## src/rtl/dlx_pkg.sv

```systemverilog
// Shared DLX decode constants: opcodes, function codes, ALU operations,
// access sizes and the ID/EX control bundle.
// FP-only opcodes exist only when FPU_REGS_EN is defined.
package dlx_pkg;

  localparam logic [5:0] OP_RTYPE = 6'd0,  OP_FTYPE = 6'd1,  OP_J     = 6'd2,  OP_JAL   = 6'd3,
                         OP_BEQZ  = 6'd4,  OP_BNEZ  = 6'd5,  OP_ADDI  = 6'd8,  OP_ADDUI = 6'd9,
                         OP_SUBI  = 6'd10, OP_SUBUI = 6'd11, OP_ANDI  = 6'd12, OP_ORI   = 6'd13,
                         OP_XORI  = 6'd14, OP_LHI   = 6'd15, OP_JR    = 6'd18, OP_JALR  = 6'd19,
                         OP_SLLI  = 6'd20, OP_SRLI  = 6'd22, OP_SRAI  = 6'd23, OP_SEQI  = 6'd24,
                         OP_SNEI  = 6'd25, OP_SLTI  = 6'd26, OP_SGTI  = 6'd27, OP_SLEI  = 6'd28,
                         OP_SGEI  = 6'd29, OP_LB    = 6'd32, OP_LH    = 6'd33, OP_LW    = 6'd35,
                         OP_LBU   = 6'd36, OP_LHU   = 6'd37, OP_SB    = 6'd40, OP_SH    = 6'd41,
                         OP_SW    = 6'd43;
`ifdef FPU_REGS_EN
  localparam logic [5:0] OP_LF = 6'd38, OP_SF = 6'd46;
  localparam logic [1:0] FILE_FP = 2'b01;
`endif
  localparam logic [1:0] FILE_INT = 2'b00;

  localparam logic [5:0] F_SLL = 6'd4,  F_SRL = 6'd6,  F_SRA = 6'd7,  F_ADD = 6'd32,
                         F_ADDU = 6'd33, F_SUB = 6'd34, F_SUBU = 6'd35, F_AND = 6'd36,
                         F_OR = 6'd37,  F_XOR = 6'd38, F_SEQ = 6'd40, F_SNE = 6'd41,
                         F_SLT = 6'd42, F_SGT = 6'd43, F_SLE = 6'd44, F_SGE = 6'd45;

  typedef enum logic [3:0] {
    ALU_ADD, ALU_SUB, ALU_AND, ALU_OR, ALU_XOR, ALU_SLL, ALU_SRL, ALU_SRA,
    ALU_SEQ, ALU_SNE, ALU_SLT, ALU_SGT, ALU_SLE, ALU_SGE, ALU_PASSB
  } alu_op_e;

  typedef enum logic [1:0] {DS_BYTE = 2'b00, DS_HALF = 2'b01, DS_WORD = 2'b10} dsize_e;

  typedef struct packed {
    logic       regdst, alusrc, mem2reg, regwrite, memwrite, ex_jump, loadext, jal;
    logic [3:0] aluctrl;
    logic [1:0] fpoint, dsize;
    logic [4:0] rw;
  } ctrl_t;

  function automatic logic [31:0] sext16(input logic [15:0] v);
    return {{16{v[15]}}, v};
  endfunction

  // Loads and stores share the same low-bit size pattern.
  function automatic dsize_e mem_size(input logic [5:0] op);
    case (op)
      OP_LB, OP_LBU, OP_SB: return DS_BYTE;
      OP_LH, OP_LHU, OP_SH: return DS_HALF;
      default:              return DS_WORD;
    endcase
  endfunction

endpackage

```

## src/rtl/reg_decode_if.sv

```systemverilog
// Decode-stage bus: IF/ID inputs, writeback and forwarding inputs,
// early branch resolution and the ID/EX register outputs.
interface reg_decode_if;
  logic        stall;
  logic [31:0] instruction, delayslot, delayslot2_in;
  logic [4:0]  wb_rw;
  logic [31:0] busW;
  logic        wrenable;
  logic [1:0]  wb_fpoint;
  logic [31:0] aluout, dmemout;
  logic [1:0]  fwdA, fwdB;
  logic        branch, jump, jar;
  logic [31:0] branchtarget;
  logic [31:0] instruction_out, delayslot2_out, imm32, busA, busB;
  logic        regdst, alusrc, mem2reg, regwrite, memwrite, ex_jump, loadext, jal;
  logic [3:0]  aluctrl;
  logic [1:0]  fpoint, dsize;
  logic [4:0]  rw;

  modport slave (
    input  stall, instruction, delayslot, delayslot2_in, wb_rw, busW, wrenable, wb_fpoint,
           aluout, dmemout, fwdA, fwdB,
    output branch, jump, jar, branchtarget, instruction_out, delayslot2_out, imm32, busA, busB,
           regdst, alusrc, mem2reg, regwrite, memwrite, ex_jump, loadext, jal,
           aluctrl, fpoint, dsize, rw
  );

  modport master (
    output stall, instruction, delayslot, delayslot2_in, wb_rw, busW, wrenable, wb_fpoint,
           aluout, dmemout, fwdA, fwdB,
    input  branch, jump, jar, branchtarget, instruction_out, delayslot2_out, imm32, busA, busB,
           regdst, alusrc, mem2reg, regwrite, memwrite, ex_jump, loadext, jal,
           aluctrl, fpoint, dsize, rw
  );
endinterface

```

## src/rtl/reg_file.sv

```systemverilog
// 32x32 register file, two combinational read ports with write-through
// bypass, one write port. r0 is hardwired to zero. No reset on contents.
module reg_file (
  input  logic        clock,
  input  logic        we,
  input  logic [4:0]  wa,
  input  logic [31:0] wd,
  input  logic [4:0]  ra,
  output logic [31:0] rda,
  input  logic [4:0]  rb,
  output logic [31:0] rdb
);
  logic [31:0] mem [32];

  // Write port; r0 is never stored.
  always_ff @(posedge clock)
    if (we && wa != 5'd0) mem[wa] <= wd;

  // Reads see a same-cycle write to the same register.
  always_comb begin
    rda = '0;
    rdb = '0;
    if (ra != 5'd0) rda = (we && wa == ra) ? wd : mem[ra];
    if (rb != 5'd0) rdb = (we && wa == rb) ? wd : mem[rb];
  end
endmodule

```

## src/rtl/reg_decode.sv

```systemverilog
// DLX decode stage: register read with forwarding, immediate generation,
// early branch/jump resolution and the ID/EX pipeline register.
// FPU_REGS_EN adds a second register file for FP operands.
module reg_decode
  import dlx_pkg::*;
(
  input logic         clock,
  input logic         reset,
  reg_decode_if.slave bus
);
  logic [5:0]  op, funct;
  logic [4:0]  rs, rt, rd;
  alu_op_e     f_alu, i_alu;
  logic        f_ok, i_ok;
  ctrl_t       c, ctrl_q;
  logic [31:0] int_a, int_b, rd_a, rd_b, opa, opb, imm, tgt;
  logic [31:0] ins_q, ds2_q, imm_q, a_q, b_q;
  logic        gpr_we;

  assign op    = bus.instruction[31:26];
  assign rs    = bus.instruction[25:21];
  assign rt    = bus.instruction[20:16];
  assign rd    = bus.instruction[15:11];
  assign funct = bus.instruction[5:0];

  assign gpr_we = bus.wrenable && (bus.wb_fpoint == FILE_INT);

  reg_file u_gpr (.clock(clock), .we(gpr_we), .wa(bus.wb_rw), .wd(bus.busW),
                  .ra(rs), .rda(int_a), .rb(rt), .rdb(int_b));

`ifdef FPU_REGS_EN
  logic [31:0] fp_a, fp_b;
  logic        fpr_we;
  assign fpr_we = bus.wrenable && (bus.wb_fpoint == FILE_FP);
  // f0 also reads as zero; the shared register file keeps both files alike.
  reg_file u_fpr (.clock(clock), .we(fpr_we), .wa(bus.wb_rw), .wd(bus.busW),
                  .ra(rs), .rda(fp_a), .rb(rt), .rdb(fp_b));
  assign rd_a = (c.fpoint == FILE_FP) ? fp_a : int_a;
  assign rd_b = (c.fpoint == FILE_FP) ? fp_b : int_b;
`else
  assign rd_a = int_a;
  assign rd_b = int_b;
`endif

  // Forwarding muxes; 11 falls back to the register file.
  always_comb begin
    case (bus.fwdA)
      2'b01:   opa = bus.aluout;
      2'b10:   opa = bus.dmemout;
      default: opa = rd_a;
    endcase
    case (bus.fwdB)
      2'b01:   opb = bus.aluout;
      2'b10:   opb = bus.dmemout;
      default: opb = rd_b;
    endcase
  end

  // R-type function code to ALU operation.
  always_comb begin
    f_ok  = 1'b1;
    f_alu = ALU_ADD;
    case (funct)
      F_ADD, F_ADDU: f_alu = ALU_ADD;
      F_SUB, F_SUBU: f_alu = ALU_SUB;
      F_AND:         f_alu = ALU_AND;
      F_OR:          f_alu = ALU_OR;
      F_XOR:         f_alu = ALU_XOR;
      F_SLL:         f_alu = ALU_SLL;
      F_SRL:         f_alu = ALU_SRL;
      F_SRA:         f_alu = ALU_SRA;
      F_SEQ:         f_alu = ALU_SEQ;
      F_SNE:         f_alu = ALU_SNE;
      F_SLT:         f_alu = ALU_SLT;
      F_SGT:         f_alu = ALU_SGT;
      F_SLE:         f_alu = ALU_SLE;
      F_SGE:         f_alu = ALU_SGE;
      default:       f_ok  = 1'b0;
    endcase
  end

  // Immediate ALU opcode to ALU operation.
  always_comb begin
    i_ok  = 1'b1;
    i_alu = ALU_ADD;
    case (op)
      OP_ADDI, OP_ADDUI: i_alu = ALU_ADD;
      OP_SUBI, OP_SUBUI: i_alu = ALU_SUB;
      OP_ANDI:           i_alu = ALU_AND;
      OP_ORI:            i_alu = ALU_OR;
      OP_XORI:           i_alu = ALU_XOR;
      OP_LHI:            i_alu = ALU_PASSB;
      OP_SLLI:           i_alu = ALU_SLL;
      OP_SRLI:           i_alu = ALU_SRL;
      OP_SRAI:           i_alu = ALU_SRA;
      OP_SEQI:           i_alu = ALU_SEQ;
      OP_SNEI:           i_alu = ALU_SNE;
      OP_SLTI:           i_alu = ALU_SLT;
      OP_SGTI:           i_alu = ALU_SGT;
      OP_SLEI:           i_alu = ALU_SLE;
      OP_SGEI:           i_alu = ALU_SGE;
      default:           i_ok  = 1'b0;
    endcase
  end

  // Main control decode; anything unrecognised stays an all-zero NOP.
  // Non-linking, non-R-type opcodes carry rt in rw even when nothing is written.
  always_comb begin
    c = '0;
    case (op)
      OP_RTYPE, OP_FTYPE: if (f_ok) begin
        c.regdst = 1'b1; c.regwrite = 1'b1; c.aluctrl = f_alu; c.rw = rd;
`ifdef FPU_REGS_EN
        if (op == OP_FTYPE) c.fpoint = FILE_FP;
`endif
      end
      OP_J, OP_JR:        begin c.ex_jump = 1'b1; c.rw = rt; end
      OP_JAL, OP_JALR:    begin c.ex_jump = 1'b1; c.jal = 1'b1; c.regwrite = 1'b1; c.rw = 5'd31; end
      OP_BEQZ, OP_BNEZ:   c.rw = rt;
      OP_LB, OP_LH, OP_LW, OP_LBU, OP_LHU: begin
        c.mem2reg = 1'b1; c.alusrc = 1'b1; c.regwrite = 1'b1; c.rw = rt;
        c.dsize = mem_size(op); c.loadext = (op == OP_LB) || (op == OP_LH);
      end
      OP_SB, OP_SH, OP_SW: begin
        c.memwrite = 1'b1; c.alusrc = 1'b1; c.rw = rt; c.dsize = mem_size(op);
      end
`ifdef FPU_REGS_EN
      OP_LF: begin
        c.mem2reg = 1'b1; c.alusrc = 1'b1; c.regwrite = 1'b1; c.rw = rt;
        c.dsize = DS_WORD; c.fpoint = FILE_FP;
      end
      OP_SF: begin
        c.memwrite = 1'b1; c.alusrc = 1'b1; c.rw = rt; c.dsize = DS_WORD; c.fpoint = FILE_FP;
      end
`endif
      default: if (i_ok) begin
        c.alusrc = 1'b1; c.regwrite = 1'b1; c.aluctrl = i_alu; c.rw = rt;
      end
    endcase
  end

  // Immediate: logical ops zero-extend, lhi places imm16 in the upper half.
  always_comb begin
    case (op)
      OP_ANDI, OP_ORI, OP_XORI: imm = {16'h0, bus.instruction[15:0]};
      OP_LHI:                   imm = {bus.instruction[15:0], 16'h0};
      default:                  imm = sext16(bus.instruction[15:0]);
    endcase
  end

  // Early branch/jump resolution from the forwarded A operand.
  always_comb begin
    case (op)
      OP_J, OP_JAL:    tgt = bus.delayslot + {{6{bus.instruction[25]}}, bus.instruction[25:0]};
      OP_JR, OP_JALR:  tgt = opa;
      default:         tgt = bus.delayslot + sext16(bus.instruction[15:0]);
    endcase
  end

  assign bus.branch       = ((op == OP_BEQZ) && (opa == '0)) || ((op == OP_BNEZ) && (opa != '0));
  assign bus.jump         = (op == OP_J) || (op == OP_JAL) || (op == OP_JR) || (op == OP_JALR);
  assign bus.jar          = (op == OP_JR) || (op == OP_JALR);
  assign bus.branchtarget = tgt;

  // ID/EX register: reset inserts a bubble and overrides stall.
  always_ff @(posedge clock) begin
    if (reset) begin
      ins_q <= '0; ds2_q <= '0; imm_q <= '0; a_q <= '0; b_q <= '0; ctrl_q <= '0;
    end else if (!bus.stall) begin
      ins_q <= bus.instruction; ds2_q <= bus.delayslot2_in; imm_q <= imm;
      a_q <= opa; b_q <= opb; ctrl_q <= c;
    end
  end

  assign bus.instruction_out = ins_q;
  assign bus.delayslot2_out  = ds2_q;
  assign bus.imm32           = imm_q;
  assign bus.busA            = a_q;
  assign bus.busB            = b_q;
  assign bus.regdst          = ctrl_q.regdst;
  assign bus.alusrc          = ctrl_q.alusrc;
  assign bus.mem2reg         = ctrl_q.mem2reg;
  assign bus.regwrite        = ctrl_q.regwrite;
  assign bus.memwrite        = ctrl_q.memwrite;
  assign bus.ex_jump         = ctrl_q.ex_jump;
  assign bus.loadext         = ctrl_q.loadext;
  assign bus.jal             = ctrl_q.jal;
  assign bus.aluctrl         = ctrl_q.aluctrl;
  assign bus.fpoint          = ctrl_q.fpoint;
  assign bus.dsize           = ctrl_q.dsize;
  assign bus.rw              = ctrl_q.rw;
endmodule

```

## src/flat_wrapper.sv

```systemverilog
// flat-port wrapper written by rule: the top's interface ports become plain ports
module reg_decode_flat import dlx_pkg::*;
  (clock, reset, bus_stall, bus_instruction, bus_delayslot, bus_delayslot2_in, bus_wb_rw, bus_busW, bus_wrenable, bus_wb_fpoint, bus_aluout, bus_dmemout, bus_fwdA, bus_fwdB, bus_branch, bus_jump, bus_jar, bus_branchtarget, bus_instruction_out, bus_delayslot2_out, bus_imm32, bus_busA, bus_busB, bus_regdst, bus_alusrc, bus_mem2reg, bus_regwrite, bus_memwrite, bus_ex_jump, bus_loadext, bus_jal, bus_aluctrl, bus_fpoint, bus_dsize, bus_rw);
  reg_decode_if bus_i ();
  input logic clock;
  input logic reset;
  input wire logic [$bits(bus_i.stall)-1:0] bus_stall;
  input wire logic [$bits(bus_i.instruction)-1:0] bus_instruction;
  input wire logic [$bits(bus_i.delayslot)-1:0] bus_delayslot;
  input wire logic [$bits(bus_i.delayslot2_in)-1:0] bus_delayslot2_in;
  input wire logic [$bits(bus_i.wb_rw)-1:0] bus_wb_rw;
  input wire logic [$bits(bus_i.busW)-1:0] bus_busW;
  input wire logic [$bits(bus_i.wrenable)-1:0] bus_wrenable;
  input wire logic [$bits(bus_i.wb_fpoint)-1:0] bus_wb_fpoint;
  input wire logic [$bits(bus_i.aluout)-1:0] bus_aluout;
  input wire logic [$bits(bus_i.dmemout)-1:0] bus_dmemout;
  input wire logic [$bits(bus_i.fwdA)-1:0] bus_fwdA;
  input wire logic [$bits(bus_i.fwdB)-1:0] bus_fwdB;
  output wire logic [$bits(bus_i.branch)-1:0] bus_branch;
  output wire logic [$bits(bus_i.jump)-1:0] bus_jump;
  output wire logic [$bits(bus_i.jar)-1:0] bus_jar;
  output wire logic [$bits(bus_i.branchtarget)-1:0] bus_branchtarget;
  output wire logic [$bits(bus_i.instruction_out)-1:0] bus_instruction_out;
  output wire logic [$bits(bus_i.delayslot2_out)-1:0] bus_delayslot2_out;
  output wire logic [$bits(bus_i.imm32)-1:0] bus_imm32;
  output wire logic [$bits(bus_i.busA)-1:0] bus_busA;
  output wire logic [$bits(bus_i.busB)-1:0] bus_busB;
  output wire logic [$bits(bus_i.regdst)-1:0] bus_regdst;
  output wire logic [$bits(bus_i.alusrc)-1:0] bus_alusrc;
  output wire logic [$bits(bus_i.mem2reg)-1:0] bus_mem2reg;
  output wire logic [$bits(bus_i.regwrite)-1:0] bus_regwrite;
  output wire logic [$bits(bus_i.memwrite)-1:0] bus_memwrite;
  output wire logic [$bits(bus_i.ex_jump)-1:0] bus_ex_jump;
  output wire logic [$bits(bus_i.loadext)-1:0] bus_loadext;
  output wire logic [$bits(bus_i.jal)-1:0] bus_jal;
  output wire logic [$bits(bus_i.aluctrl)-1:0] bus_aluctrl;
  output wire logic [$bits(bus_i.fpoint)-1:0] bus_fpoint;
  output wire logic [$bits(bus_i.dsize)-1:0] bus_dsize;
  output wire logic [$bits(bus_i.rw)-1:0] bus_rw;
  assign bus_i.stall = bus_stall;
  assign bus_i.instruction = bus_instruction;
  assign bus_i.delayslot = bus_delayslot;
  assign bus_i.delayslot2_in = bus_delayslot2_in;
  assign bus_i.wb_rw = bus_wb_rw;
  assign bus_i.busW = bus_busW;
  assign bus_i.wrenable = bus_wrenable;
  assign bus_i.wb_fpoint = bus_wb_fpoint;
  assign bus_i.aluout = bus_aluout;
  assign bus_i.dmemout = bus_dmemout;
  assign bus_i.fwdA = bus_fwdA;
  assign bus_i.fwdB = bus_fwdB;
  assign bus_branch = bus_i.branch;
  assign bus_jump = bus_i.jump;
  assign bus_jar = bus_i.jar;
  assign bus_branchtarget = bus_i.branchtarget;
  assign bus_instruction_out = bus_i.instruction_out;
  assign bus_delayslot2_out = bus_i.delayslot2_out;
  assign bus_imm32 = bus_i.imm32;
  assign bus_busA = bus_i.busA;
  assign bus_busB = bus_i.busB;
  assign bus_regdst = bus_i.regdst;
  assign bus_alusrc = bus_i.alusrc;
  assign bus_mem2reg = bus_i.mem2reg;
  assign bus_regwrite = bus_i.regwrite;
  assign bus_memwrite = bus_i.memwrite;
  assign bus_ex_jump = bus_i.ex_jump;
  assign bus_loadext = bus_i.loadext;
  assign bus_jal = bus_i.jal;
  assign bus_aluctrl = bus_i.aluctrl;
  assign bus_fpoint = bus_i.fpoint;
  assign bus_dsize = bus_i.dsize;
  assign bus_rw = bus_i.rw;
  reg_decode u_core (.clock(clock), .reset(reset), .bus(bus_i));
endmodule
```

## config.mk

```make
export PLATFORM = sky130hd
export DESIGN_NAME = reg_decode_flat
export DESIGN_NICKNAME = d
export VERILOG_FILES = /design/src/rtl/dlx_pkg.sv /design/src/rtl/reg_decode_if.sv /design/src/rtl/reg_file.sv /design/src/rtl/reg_decode.sv /design/src/flat_wrapper.sv
export SDC_FILE = /design/constraint.sdc
export NUM_CORES = 2
export LEC_CHECK = 0
export CAP_MARGIN = 25
export CELL_PAD_IN_SITES_DETAIL_PLACEMENT = 0
export CELL_PAD_IN_SITES_GLOBAL_PLACEMENT = 2
export CORE_MARGIN = 2
export CORE_UTILIZATION = 47
export DETAILED_ROUTE_END_ITERATION = 6
export GPL_ROUTABILITY_DRIVEN = 1
export PLACE_DENSITY_LB_ADDON = 0.15
export SLEW_MARGIN = 25
export SYNTH_ARGS = -nofsm -noshare
export SYNTH_HDL_FRONTEND = slang
export SYNTH_SLANG_ARGS = --single-unit
```

## constraint.sdc

```tcl
create_clock -name clock -period 12.4 [get_ports clock]
set_clock_uncertainty 0.1 [all_clocks]
set_input_delay 2.48 -clock clock [delete_from_list [all_inputs] [get_ports clock]]
set_output_delay 2.48 -clock clock [all_outputs]
set_load 0.02 [all_outputs]
```

# Word level (Yosys, flattened, before mapping)
# Memory sizes are Yosys's and may differ from the RTL's.
# Cells that the tools add are included.
# word_totals
register_bits	179
latchBits	0
ram_bits	1024
rom_bits	0
input_bits	207
output_inout_bits	216
word_cells	144
mem_count	1
# memory_table
memory	words	word_bits	read_ports	rd_ports_with_merged_regs	write_ports	line_no	source
u_core.u_gpr.mem	32	32	2	0	1	reg_file.sv:13	logic [31:0] mem [32];
# op_classes
addsub	2
n_mul	0
div	0
magnitude_cmp	0
eq_ne	54
n_shift	0
mux	32
bitwise	0
reduce_logical	39
# op_table
cell	n
$pmux 32 s2	4
$mux 32	4
$eq 6x6->1 const B	21
$eq 6x5->1 const B	11
$add 32x32->32	2
$pmux 4 s14	1
$pmux 4 s13	1
$eq 6x4->1 const B	8
$logic_not 32->1	1
$reduce_bool 32->1	1
$eq 6x3->1 const B	5
$reduce_or 17->1	1
$reduce_or 16->1	1
$reduce_or 8->1	2
$pmux 5 s3	1
$reduce_bool 5->1	3
$reduce_or 14->1	1
$reduce_or 7->1	2
$eq 6x2->1 const B	2
$mux 1	12
$reduce_or 12->1	1
$reduce_or 2->1	6
$reduce_or 3->1	4
$eq 5x5->1	2
16 further kinds	30

# Longest topological paths before layout
# logic_depth
ltp_word	9
depth_mapped	18

# Hierarchy
# A second synthesis with hierarchy kept.
# unflattened
hier_cells	3841
hier_area_um2	58169.5
# by_module_without_submodules
module	n_inst	cells_per_inst	area_per_inst_um2	seq_area_each_um2
reg_file	1	2481	47833.4	30749.5
reg_decode	1	1360	10336.2	3583.4

# Worst setup path before layout
# OpenSTA, ideal clock, no wires.
# synth_path
path_kind	input-to-output
from	input bus_instruction[16]
to	output bus_branchtarget[31]
t_arrival_ns	5.979
required_time_ns	9.820
path_slack_ns	3.841
cell_stages	17
n_path_buf	6
path_cell_list	clkbuf_1 > buf_2 > buf_2 > buf_2 > buf_2 > buf_2 > a31o_2 > ha_1 > and3_1 > nand3_1 > o221ai_1 > a211oi_1 > o31ai_1 > a211oi_1 > a21oi_1 > xnor2_1 > a21oi_1
# synth_via
elab_chain_len	2
# synth_rtl
item	line_no	source
start, declared	flat_wrapper.sv:8	input wire logic [$bits(bus_i.instruction)-1:0] bus_instruction;
$add 32x32->32	reg_decode.sv:154	OP_J, OP_JAL: tgt = bus.delayslot + {{6{bus.instruction[25]}}, bus.instruction[25:0]};
$pmux 32 s2	reg_decode.sv:153	case (op)
end, declared	flat_wrapper.sv:22	output wire logic [$bits(bus_i.branchtarget)-1:0] bus_branchtarget;
# No other way between the ends.

# Worst setup path after layout
# layout_path
from	input bus_instruction[28]
to	output bus_branchtarget[31]
# layout_via
elab_chain_len	3
# layout_rtl
item	line_no
$eq 6x5->1 or $eq 6x2->1 (tied branches)	reg_decode.sv:153
$reduce_or 2->1	reg_decode.sv:153
$pmux 32 s2 *	reg_decode.sv:153
# Every way passes the cells marked *; elsewhere a longest branch is shown, timed or not.

==> results.cfg <==
[power_and_ir_drop]
power.leakage_nw = 22.6
ir_worst_vdd_v = 0.000149
pwr_density_cell_nw_per_um2 = 140

[detailed_routing]
routedWlPerCell_um = 36.0
drtAntennaViolNets = 0
drt_iter0_drc = 5654
drc_errors = 0
totalWireLength_mm = 211
vias = 39400
dr.pass1.iters = 6
via_per_inst = 6.71

[logic_synthesis]
syn_inst = 3728
synth_area_um2 = 57600
synth_edf_count = 1024
async_flop_share_pct = 0
synth_area_per_cell_um2 = 15.5
synthFlopType = edfxtp_1
seq_area_frac_synth_pct = 59.6
yosysWarnings = 0
ys_ff_latch = 1203
synth_cell_types = 75

[sta]
fin_setup_tns_ns = 0
min_period_ns = 10.92
period_share_pct = 88.0
rsz0062_at_grt = false
relSlewSlack_pct = 27.5
fmax_mhz = 91.6
tightest_slew_ns = 1.09
finalSetupViolCount = 0
hold_violations = 0
whs_ns = 0.361
slew_violations = 0

[floorplanning]
initial_core_util_pct = 47.3
dieArea_um2 = 125000
coreArea_um2 = 122000
fp.dieW_um = 354
fp.dieH_um = 354
boundaryPins = 423
rows = 128

[clock_network]
htreeDepth = 4
post_cts_buffers = 0
insertion_delay_ns = 0.76
cts_inserted_buffers = 134
clk_pin_slew_ns = 0.05
postCtsHoldBufs = 0
clockBufferDepth = 3
post_cts_resize_count = 0
cts-root-buf = clkbuf_16
tritoncts = built
tritoncts_num_sinks = 1203

[grt]
grt_max_degree = 107
top_usage_layer = met2
grt_pass1_wl_mm = 294
first_global_vias = 38500
track_usage_pct = 33.3
met2_usage_pct = 52.5
grt_use_met1_pct = 45.4
grt-ovfl-total = 0
grtUsageMet3_pct = 8.35
antenna_found_initial = 12

[layout]
area_delta_synth_final_pct = 18.2
fill_cells = 9853
layout.nets = 4384
multi_input_area_um2 = 22200
seq_area_um2 = 34300
utilization_pct = 56.0
drive_gt1_share_pct = 20.9
fin_cells = 5874
post-route-cell-area_um2 = 68100

[worst_setup_path]
reg2reg_slack_ns = 9.17
crit_fanout = 18
cp-start-kind = input port
worstRegToRegCells = 8
crit_required_ns = 9.82
r2r_end = u_core.bus.busA[19]
regToRegStartpoint = u_core.u_gpr.mem[10][19]
startpoint = bus_instruction[28]
cp.arrival_ns = 8.34
critPathKind = in2out
endpoint_kind = output pin

[min_path]
whs_endpoint = u_core.bus.busB[20]
min_path_cells = 2
hp-class = reg2reg
hp-start = u_core.bus.busB[20]

[run]
drv_cap = 0

[placed_design]
dpl-instance-area_um2 = 64000
place_congestion = 0.855
dp_hpwl_mm = 132
dp_cells = 5629
io_buffers = 420

[status]
outcome = finished clean
## flip-flops by register name, summed over array words and instances (netlist names), 2 cells and up
register,cells
u_core.u_gpr.mem,1024
u_core.bus.busA,32
u_core.bus.busB,32
u_core.bus.delayslot2_out,32
u_core.bus.imm32,32
u_core.bus.instruction_out,32
u_core.bus.rw,5
u_core.bus.aluctrl,4
u_core.bus.dsize,2
## cell type report
type	instances	share of cell area, %
Antenna cell	3	0.0110
Timing Repair Buffer	557	7.74
Multi-Input combinational cell	2218	32.6
Tap cell	1625	2.98
Inverter	26	0.143
Clock buffer	166	5.21
Clock inverter	76	0.891
Sequential cell	1203	50.4
## synthesized netlist by cell type, types with 11 or more instances
cell type	number	area share, %
edfxtp_1	1024	53
mux4_2	429	17
nor2_1	281	1.8
mux2i_1	272	4.7
a21oi_1	215	1.9
clkbuf_1	197	1.3
dfxtp_1	179	6.2
nand2_1	156	1.0
a22oi_1	119	1.6
o22ai_1	69	0.75
o221ai_1	62	0.94
a211oi_1	60	0.78
mux2_2	47	0.92
a221oi_1	46	0.70
buf_2	44	0.38
buf_1	43	0.28
o21ai_0	37	0.32
ha_1	36	0.78
nor2b_1	30	0.33
a22o_1	28	0.43
nand2b_1	26	0.28
inv_1	25	0.16
a221o_1	20	0.35
xor2_1	19	0.29
nand3_1	18	0.16
xnor2_1	16	0.24
a31oi_1	15	0.16
buf_4	15	0.20
o211ai_1	15	0.20
buf_6	14	0.27
nor3_1	12	0.10
a31o_2	11	0.17
## worst max-delay path, cell delays in order
cell             delay (ns)
clkdlybuf4s50_1        0.71
nor2_1                 0.29
nand2_1                0.08
nor2_1                 0.76
a21oi_1                0.49
a31o_2                 0.34
ha_1                   0.37
and3_1                 0.26
nand3_1                0.10
o221ai_1               0.32
a211oi_1               0.09
o31ai_1                0.50
a211oi_1               0.21
a21oi_1                0.21
xnor2_1                0.16
a21oi_1                0.28
clkdlybuf4s50_1        0.65
## how the worst max path moves through the flow
| stage | endpoint | slack (ns) | cells past startpoint |
|---|---|---|---|
| CTS | bus_branchtarget[31] | 1.60 | 17 |
| finish | bus_branchtarget[31] | 1.48 | 17 |
| global route | bus_branchtarget[31] | 1.24 | 17 |
| global placement | bus_branchtarget[31] | 1.63 | 17 |
| detailed placement | bus_branchtarget[31] | 1.64 | 17 |
| floorplan | bus_branchtarget[31] | 3.84 | 17 |
## placed cells by master (no fill, tap or decap), drive strengths merged, types with 34 or more instances in the layout
master and n:
edfxtp 1024, mux4 433, clkdlybuf4s50 404, nor2 282, mux2i 272, a21oi 215, dfxtp 179, clkbuf 167
nand2 156, buf 152, a22oi 119, o22ai 69, o221ai 62, a211oi 60, clkinv 58, mux2 47
a221oi 46, o21ai 37, ha 36, conb 34, inv 34
## cell families (layout without fill, tap and decap cells)
family | Yosys count | after routing | synth area share [%]
flip-flops | 1203 | 1203 | 59.6
AO/OA/AOI/OAI | 776 | 776 | 9.41
multiplexers | 752 | 752 | 22.6
AND/OR/NAND/NOR | 584 | 584 | 4.46
buffers and inverters | 340 | 825 | 2.62
adder cells (fa/ha/maj) | 37 | 37 | 0.816
XOR/XNOR | 35 | 35 | 0.532
other | 1 | 37 | 0.00651
## per-layer routing
| metal | part of all wire, % | wire [µm] |
|---|---|---|
| met5 | 0.029 | 62 |
| met4 | 3.2 | 6860 |
| met3 | 11 | 23100 |
| met2 | 47 | 99200 |
| met1 | 39 | 82300 |
## power by group
group / switching (mW) / internal (mW) / leakage (nW) / total [mW]
Clock: 1.64 / 2.20 / 2.04 / 3.84
Sequential: 0.0304 / 4.44 / 10.7 / 4.47
Combinational: 0.758 / 0.504 / 9.90 / 1.26
## metrics by stage
| stage | power [mW] | setup slack [ns] |
|---|---|---|
| finish | 9.57 | 1.48 |
| global placement | 5.80 | 1.63 |
| global route | 9.83 | 1.24 |
| floorplan | 5.24 | 3.84 |
| CTS | 9.59 | 1.60 |
| detailed placement | 5.80 | 1.64 |
Power figures use the tool's default switching activity.
